<file path="src/rtl/fxu_pkg.sv">
// Shared types and widths for the FXU reservation-station bank.
package fxu_pkg;
  localparam int TAG_W  = 6;
  localparam int DATA_W = 16;
  localparam int OP_W   = 4;
  localparam int PC_W   = 16;

  localparam logic [OP_W-1:0] OP_MOV = 4'd0;
  localparam logic [OP_W-1:0] OP_ADD = 4'd1;
  localparam logic [OP_W-1:0] OP_JEQ = 4'd6;

  typedef enum logic [1:0] {
    RS_FREE   = 2'd0,
    RS_WAIT   = 2'd1,
    RS_READY  = 2'd2,
    RS_ISSUED = 2'd3
  } rs_state_t;
endpackage

</file>
<file path="src/rtl/rs_entry.sv">
// One reservation-station entry: state machine, CDB tag compare, operand capture.
// Updates at one edge from pre-edge state; issue is granted by the top-level select.
module rs_entry
  import fxu_pkg::*;
#(
  parameter logic [TAG_W-1:0] TAG = '0
) (
  input  logic              clk,
  input  logic              reset,
  input  logic              alloc,
  input  logic              issue,
  input  logic [OP_W-1:0]   in_op,
  input  logic [PC_W-1:0]   in_pc,
  input  logic              in_busy0,
  input  logic              in_busy1,
  input  logic [TAG_W-1:0]  in_tag0,
  input  logic [TAG_W-1:0]  in_tag1,
  input  logic [DATA_W-1:0] in_val0,
  input  logic [DATA_W-1:0] in_val1,
  input  logic              cdb_valid,
  input  logic [TAG_W-1:0]  cdb_rs_num,
  input  logic [DATA_W-1:0] cdb_data,
  output logic              is_free,
  output logic              is_ready,
  output logic [OP_W-1:0]   op,
  output logic [PC_W-1:0]   pc,
  output logic [DATA_W-1:0] val0,
  output logic [DATA_W-1:0] val1
);
  rs_state_t         state_q, state_d;
  logic [OP_W-1:0]   op_q, op_d;
  logic [PC_W-1:0]   pc_q, pc_d;
  logic              busy0_q, busy0_d, busy1_q, busy1_d;
  logic [TAG_W-1:0]  tag0_q, tag0_d, tag1_q, tag1_d;
  logic [DATA_W-1:0] val0_q, val0_d, val1_q, val1_d;

  logic hit0_in, hit1_in, hit0_q, hit1_q, retire_hit;

  assign hit0_in    = cdb_valid && (cdb_rs_num == in_tag0);
  assign hit1_in    = cdb_valid && (cdb_rs_num == in_tag1);
  assign hit0_q     = cdb_valid && busy0_q && (cdb_rs_num == tag0_q);
  assign hit1_q     = cdb_valid && busy1_q && (cdb_rs_num == tag1_q);
  assign retire_hit = cdb_valid && (cdb_rs_num == TAG);

  always_comb begin
    state_d = state_q;
    op_d    = op_q;
    pc_d    = pc_q;
    busy0_d = busy0_q;
    busy1_d = busy1_q;
    tag0_d  = tag0_q;
    tag1_d  = tag1_q;
    val0_d  = val0_q;
    val1_d  = val1_q;
    case (state_q)
      RS_FREE: begin
        if (alloc) begin
          op_d    = in_op;
          pc_d    = in_pc;
          tag0_d  = in_tag0;
          tag1_d  = in_tag1;
          // An operand broadcast in the dispatch cycle is taken straight off the CDB.
          busy0_d = in_busy0 && !hit0_in;
          busy1_d = in_busy1 && !hit1_in;
          val0_d  = !in_busy0 ? in_val0 : (hit0_in ? cdb_data : '0);
          val1_d  = !in_busy1 ? in_val1 : (hit1_in ? cdb_data : '0);
          state_d = (busy0_d || busy1_d) ? RS_WAIT : RS_READY;
        end
      end
      RS_WAIT: begin
        if (hit0_q) begin
          busy0_d = 1'b0;
          val0_d  = cdb_data;
        end
        if (hit1_q) begin
          busy1_d = 1'b0;
          val1_d  = cdb_data;
        end
        if (!busy0_d && !busy1_d) state_d = RS_READY;
      end
      RS_READY: begin
        if (issue) state_d = retire_hit ? RS_FREE : RS_ISSUED;
      end
      RS_ISSUED: begin
        if (retire_hit) state_d = RS_FREE;
      end
      default: state_d = RS_FREE;
    endcase
  end

  always_ff @(posedge clk) begin
    if (reset) begin
      state_q <= RS_FREE;
      op_q    <= '0;
      pc_q    <= '0;
      busy0_q <= 1'b0;
      busy1_q <= 1'b0;
      tag0_q  <= '0;
      tag1_q  <= '0;
      val0_q  <= '0;
      val1_q  <= '0;
    end else begin
      state_q <= state_d;
      op_q    <= op_d;
      pc_q    <= pc_d;
      busy0_q <= busy0_d;
      busy1_q <= busy1_d;
      tag0_q  <= tag0_d;
      tag1_q  <= tag1_d;
      val0_q  <= val0_d;
      val1_q  <= val1_d;
    end
  end

  assign is_free  = (state_q == RS_FREE);
  assign is_ready = (state_q == RS_READY);
  assign op       = op_q;
  assign pc       = pc_q;
  assign val0     = val0_q;
  assign val1     = val1_q;
endmodule

</file>
<file path="src/rtl/fxu_rs.sv">
// FXU reservation-station bank: N entries, lowest-index alloc and issue selects.
// Issue is combinational from registered state, one per cycle; held while fxu_busy.
module fxu_rs
  import fxu_pkg::*;
#(
  parameter int N       = 4,
  parameter int RS_BASE = 0
) (
  input  logic              clk,
  input  logic              reset,
  input  logic              in_valid,
  input  logic [OP_W-1:0]   in_op,
  input  logic [PC_W-1:0]   in_pc,
  input  logic              in_busy0,
  input  logic              in_busy1,
  input  logic [TAG_W-1:0]  in_tag0,
  input  logic [TAG_W-1:0]  in_tag1,
  input  logic [DATA_W-1:0] in_val0,
  input  logic [DATA_W-1:0] in_val1,
  output logic              in_ready,
  output logic [TAG_W-1:0]  in_rs_num,
  input  logic              cdb_valid,
  input  logic [TAG_W-1:0]  cdb_rs_num,
  input  logic [DATA_W-1:0] cdb_data,
  input  logic              fxu_busy,
  output logic              valid,
  output logic [TAG_W-1:0]  rs_num,
  output logic [OP_W-1:0]   op,
  output logic [PC_W-1:0]   pc,
  output logic [DATA_W-1:0] val0,
  output logic [DATA_W-1:0] val1
);
  logic [N-1:0]      free_v, ready_v, alloc_v, issue_v;
  logic [OP_W-1:0]   e_op   [N];
  logic [PC_W-1:0]   e_pc   [N];
  logic [DATA_W-1:0] e_val0 [N];
  logic [DATA_W-1:0] e_val1 [N];
  logic [TAG_W-1:0]  alloc_idx, issue_idx;
  logic              any_ready;

  // Descending scan so the lowest index wins.
  always_comb begin
    alloc_idx = '0;
    issue_idx = '0;
    for (int i = N - 1; i >= 0; i--) begin
      if (free_v[i])  alloc_idx = TAG_W'(i);
      if (ready_v[i]) issue_idx = TAG_W'(i);
    end
  end

  assign in_ready  = |free_v;
  assign in_rs_num = TAG_W'(RS_BASE) + alloc_idx;
  assign any_ready = |ready_v;
  assign valid     = any_ready && !fxu_busy;

  always_comb begin
    alloc_v = '0;
    issue_v = '0;
    if (in_valid && in_ready) alloc_v[alloc_idx] = 1'b1;
    if (valid)                issue_v[issue_idx] = 1'b1;
  end

  always_comb begin
    rs_num = '0;
    op     = '0;
    pc     = '0;
    val0   = '0;
    val1   = '0;
    if (valid) begin
      rs_num = TAG_W'(RS_BASE) + issue_idx;
      op     = e_op[issue_idx];
      pc     = e_pc[issue_idx];
      val0   = e_val0[issue_idx];
      val1   = e_val1[issue_idx];
    end
  end

  for (genvar g = 0; g < N; g++) begin : g_ent
    rs_entry #(
      .TAG(TAG_W'(RS_BASE + g))
    ) u_ent (
      .clk        (clk),
      .reset      (reset),
      .alloc      (alloc_v[g]),
      .issue      (issue_v[g]),
      .in_op      (in_op),
      .in_pc      (in_pc),
      .in_busy0   (in_busy0),
      .in_busy1   (in_busy1),
      .in_tag0    (in_tag0),
      .in_tag1    (in_tag1),
      .in_val0    (in_val0),
      .in_val1    (in_val1),
      .cdb_valid  (cdb_valid),
      .cdb_rs_num (cdb_rs_num),
      .cdb_data   (cdb_data),
      .is_free    (free_v[g]),
      .is_ready   (ready_v[g]),
      .op         (e_op[g]),
      .pc         (e_pc[g]),
      .val0       (e_val0[g]),
      .val1       (e_val1[g])
    );
  end
endmodule

</file>
<file path="config.mk">
export PLATFORM = sky130hd
export DESIGN_NAME = fxu_rs
export DESIGN_NICKNAME = d
export VERILOG_FILES = /design/src/rtl/fxu_pkg.sv /design/src/rtl/rs_entry.sv /design/src/rtl/fxu_rs.sv
export SDC_FILE = /design/constraint.sdc
export NUM_CORES = 1
export LEC_CHECK = 0
export BUFFER_PORTS_ARGS = -buffer_cell sky130_fd_sc_hd__buf_2
export CAP_MARGIN = 30
export CORE_UTILIZATION = 40
export DETAILED_ROUTE_END_ITERATION = 16
export PLACE_DENSITY = 0.61
export SLEW_MARGIN = 20
export SYNTH_ARGS = -nofsm -noshare
export SYNTH_HDL_FRONTEND = slang
export SYNTH_SLANG_ARGS = --single-unit
</file>
<file path="constraint.sdc">
create_clock -name clk -period 1.6 [get_ports clk]
set_input_delay 0.08 -clock clk [delete_from_list [all_inputs] [get_ports clk]]
set_output_delay 0.08 -clock clk [all_outputs]
set_load 0.05 [all_outputs]
</file>
==> flow_summary.yaml <==
cells_and_area:
  area_growth_pct: 66.1
  layout-drive-gt1-share: 0.426
  stdcell_count: 2630
  fillers: 2457
  fin_nets: 2251
detailed_routing:
  wl_met1_um: 24700
  post_drt_via_cell_ratio: 6.19
  dr.first_iter.drc_count: 2005
  routed_wl_um: 63400
  ant_nets: 0
  vias: 16286
  wl_per_cell_um: 24.1
  drc: 0
  dr.pass1.iters: 7
  top_layer: "met5"
  route.met2.wl_um: 29200
  route.met3.wl_um: 6120
worst_setup_path:
  start_kind: "register"
  cp-end-kind: "primary output"
  critPathRequiredTime_ns: 1.52
  critPathKind: "register to primary output"
  worstPathMaxFanout: 15
  worstPathArrival_ns: 2.32
power:
  cellLeakagePower_nw: 8.58
  p_per_area_nw_per_um2: 1000
  vdd_drop_max_v: 0.00101
  finalPower_mw: 23.1
grt:
  grt_pass1_vias: 15208
  grt_pass1_wl_um: 87400
  overflow: 0
  antenna_found_initial: 2
  track_usage: 0.310
  grt_max_degree: 127
synthesis:
  avgSynthCellArea_um2: 7.71
  yosysMostFrequentCell: "a21oi_1"
  synthArstFlopShare: 0
  synth_area_um2: 13900
  synthFlopType: "dfxtp_1"
  yosys_warnings: 0
  synth_cell_types: 72
  syn_inst: 1800
  ys_seq_area_frac: 0.392
  synthTopCellsByArea: "dfxtp_1 (39%), a21oi_1 (11%), nand2_1 (7.8%), a22oi_1 (4.5%), o21ai_0 (4.4%)"
  ys_ff_latch: 272
  yosys.area.top_type: "dfxtp_1"
  ys_top_cells_by_count: "a21oi_1 (319), nand2_1 (289), dfxtp_1 (272)"
  synth_top_cell_area_share: 0.392
  synth_edf_count: 0
placement:
  hpwl_um: 33900
  place_inst: 2408
  gp_congestion: 0.877
  port_buffers: 150
hold_path:
  min_path_type: "input port to register"
clocking:
  tritoncts: "built"
  clock-root-buffer: "clkbuf_16"
  h-tree-depth: 1
  cts_made_buffers: 30
  clk_pin_slew_ns: 0.06
  clockBufferDepth: 3
  numClockSinks: 272
  worstSkewPairLatency_ns: 0.57
sta:
  post-route-period-util: 1.50
  hold_viol_final: 0
  max_clock_freq_ghz: 0.417
  rsz0062_at_grt: "true"
  tightest_slew_ns: 0.781
  final.min_clock_period_ns: 2.40
  skew_ns: 0.0121
  fin_ws_ns: -0.800
  slew_violations: 0
  setup-tns-final_ns: -100.15
  maxSlewHeadroom: 0.479
  setup_viol: 296
die:
  fp.dieW_um: 188
  dieArea_um2: 35500
  start_util: 0.410
  die_h_um: 188
  ios: 159
  placement_rows: 67
  coreArea_um2: 33900
run_status:
  violations: "negative setup slack"
  status: "finished, violations left"
flow_run:
  drv_cap: 0
[what timing repair did]
item                                   4_1_cts  5_1_grt
hold buffers                                67        0
setup buffers                               36       35
endpoints found under the hold margin      257        0
setup endpoints to repair                  319      325
resized for setup                          295      409
cloned                                      18       22
pin swaps                                   65      141
[metal layers]
layer	GRT usage	vias to the layer above
met5	0	-
met3	0.0440	244
met1	0.408	7830
met2	0.510	1077
li1	-	7133
met4	0.124	2
[worst paths after layout]
check	from	to	slack [ns]	cells past startpoint
setup / recovery	g_ent[0].u_ent.state_q[0]$_SDFFE_PP0P_	val0[14]	-0.80	8
hold / removal	in_val1[9]	g_ent[2].u_ent.val1[9]$_SDFFE_PP0P_	0.006	5
setup reg to reg	g_ent[2].u_ent.state_q[0]$_SDFFE_PP0P_	g_ent[2].u_ent.pc[0]$_SDFFE_PP0P_	-0.43	11
hold reg to reg	g_ent[0].u_ent.pc[5]$_SDFFE_PP0P_	g_ent[0].u_ent.pc[5]$_SDFFE_PP0P_	0.45	2
[critical path: stages, from the launching register on]
cell     delay (ns)
dfxtp_4        0.36
buf_12         0.12
nor2b_4        0.14
buf_8          0.18
buf_12         0.17
o21ai_0        0.11
a21o_1         0.23
a21oi_4        0.25
buf_12         0.18
[metrics by stage]
stage	instance area, um2	utilization	hold WS, ns	setup slack [ns]
after floorplan	14800	-	0.216	-0.194
after global placement	17200	0.507	0.357	-0.275
after detailed placement	17200	0.507	0.364	-0.309
after CTS	20800	0.614	0.00626	-0.718
after global routing	23100	0.681	0.0420	-0.840
final	23100	0.681	0.00583	-0.800
[sequential cells by signal, summed over array words and instances (netlist names)]
| name | cells |
|---|---|
| g_ent.u_ent.busy0_q | 4 |
| g_ent.u_ent.op | 16 |
| g_ent.u_ent.val1 | 64 |
| g_ent.u_ent.busy1_q | 4 |
| g_ent.u_ent.tag1_q | 24 |
| g_ent.u_ent.state_q | 8 |
| g_ent.u_ent.val0 | 64 |
| g_ent.u_ent.pc | 64 |
| g_ent.u_ent.tag0_q | 24 |
[power breakdown]
part	internal [mW]	switching [mW]	leakage (nW)	total [mW]
sequential	7.34	0.366	2.22	7.70
combinational	3.47	4.67	5.85	8.14
clock	4.27	3.01	0.507	7.28
[cells by family after synthesis]
kind of cell	Yosys count	share of synthesized area
flops	272	0.392
simple gates	545	0.172
buf+inv	199	0.0669
compound gates	724	0.331
xor+xnor	59	0.0383
other cells	1	0.000270
[layout by cell type, fill, tap and decap left out, types with 50 or more instances in the layout]
cell	count
o21ai_0	74
a21oi_2	75
a21o_1	53
nor2_1	112
a21oi_4	58
a22oi_2	50
buf_6	89
buf_4	133
a21oi_1	186
dlygate4sd3_1	67
nand2_1	229
dfxtp_1	259
buf_12	81
buf_2	88
[layout make-up]
class | count | area (um2) | area share
multi-input combinational | 1337 | 10200 | 0.440
timing repair buffer | 504 | 5810 | 0.252
sequential | 272 | 5470 | 0.237
clock buffer | 39 | 825 | 0.0357
tap | 448 | 561 | 0.0243
clock inverter | 16 | 194 | 0.00841
inverter | 13 | 52.6 | 0.00228
antenna | 1 | 2.50 | 0.000108
Power figures use the tool's default switching activity.
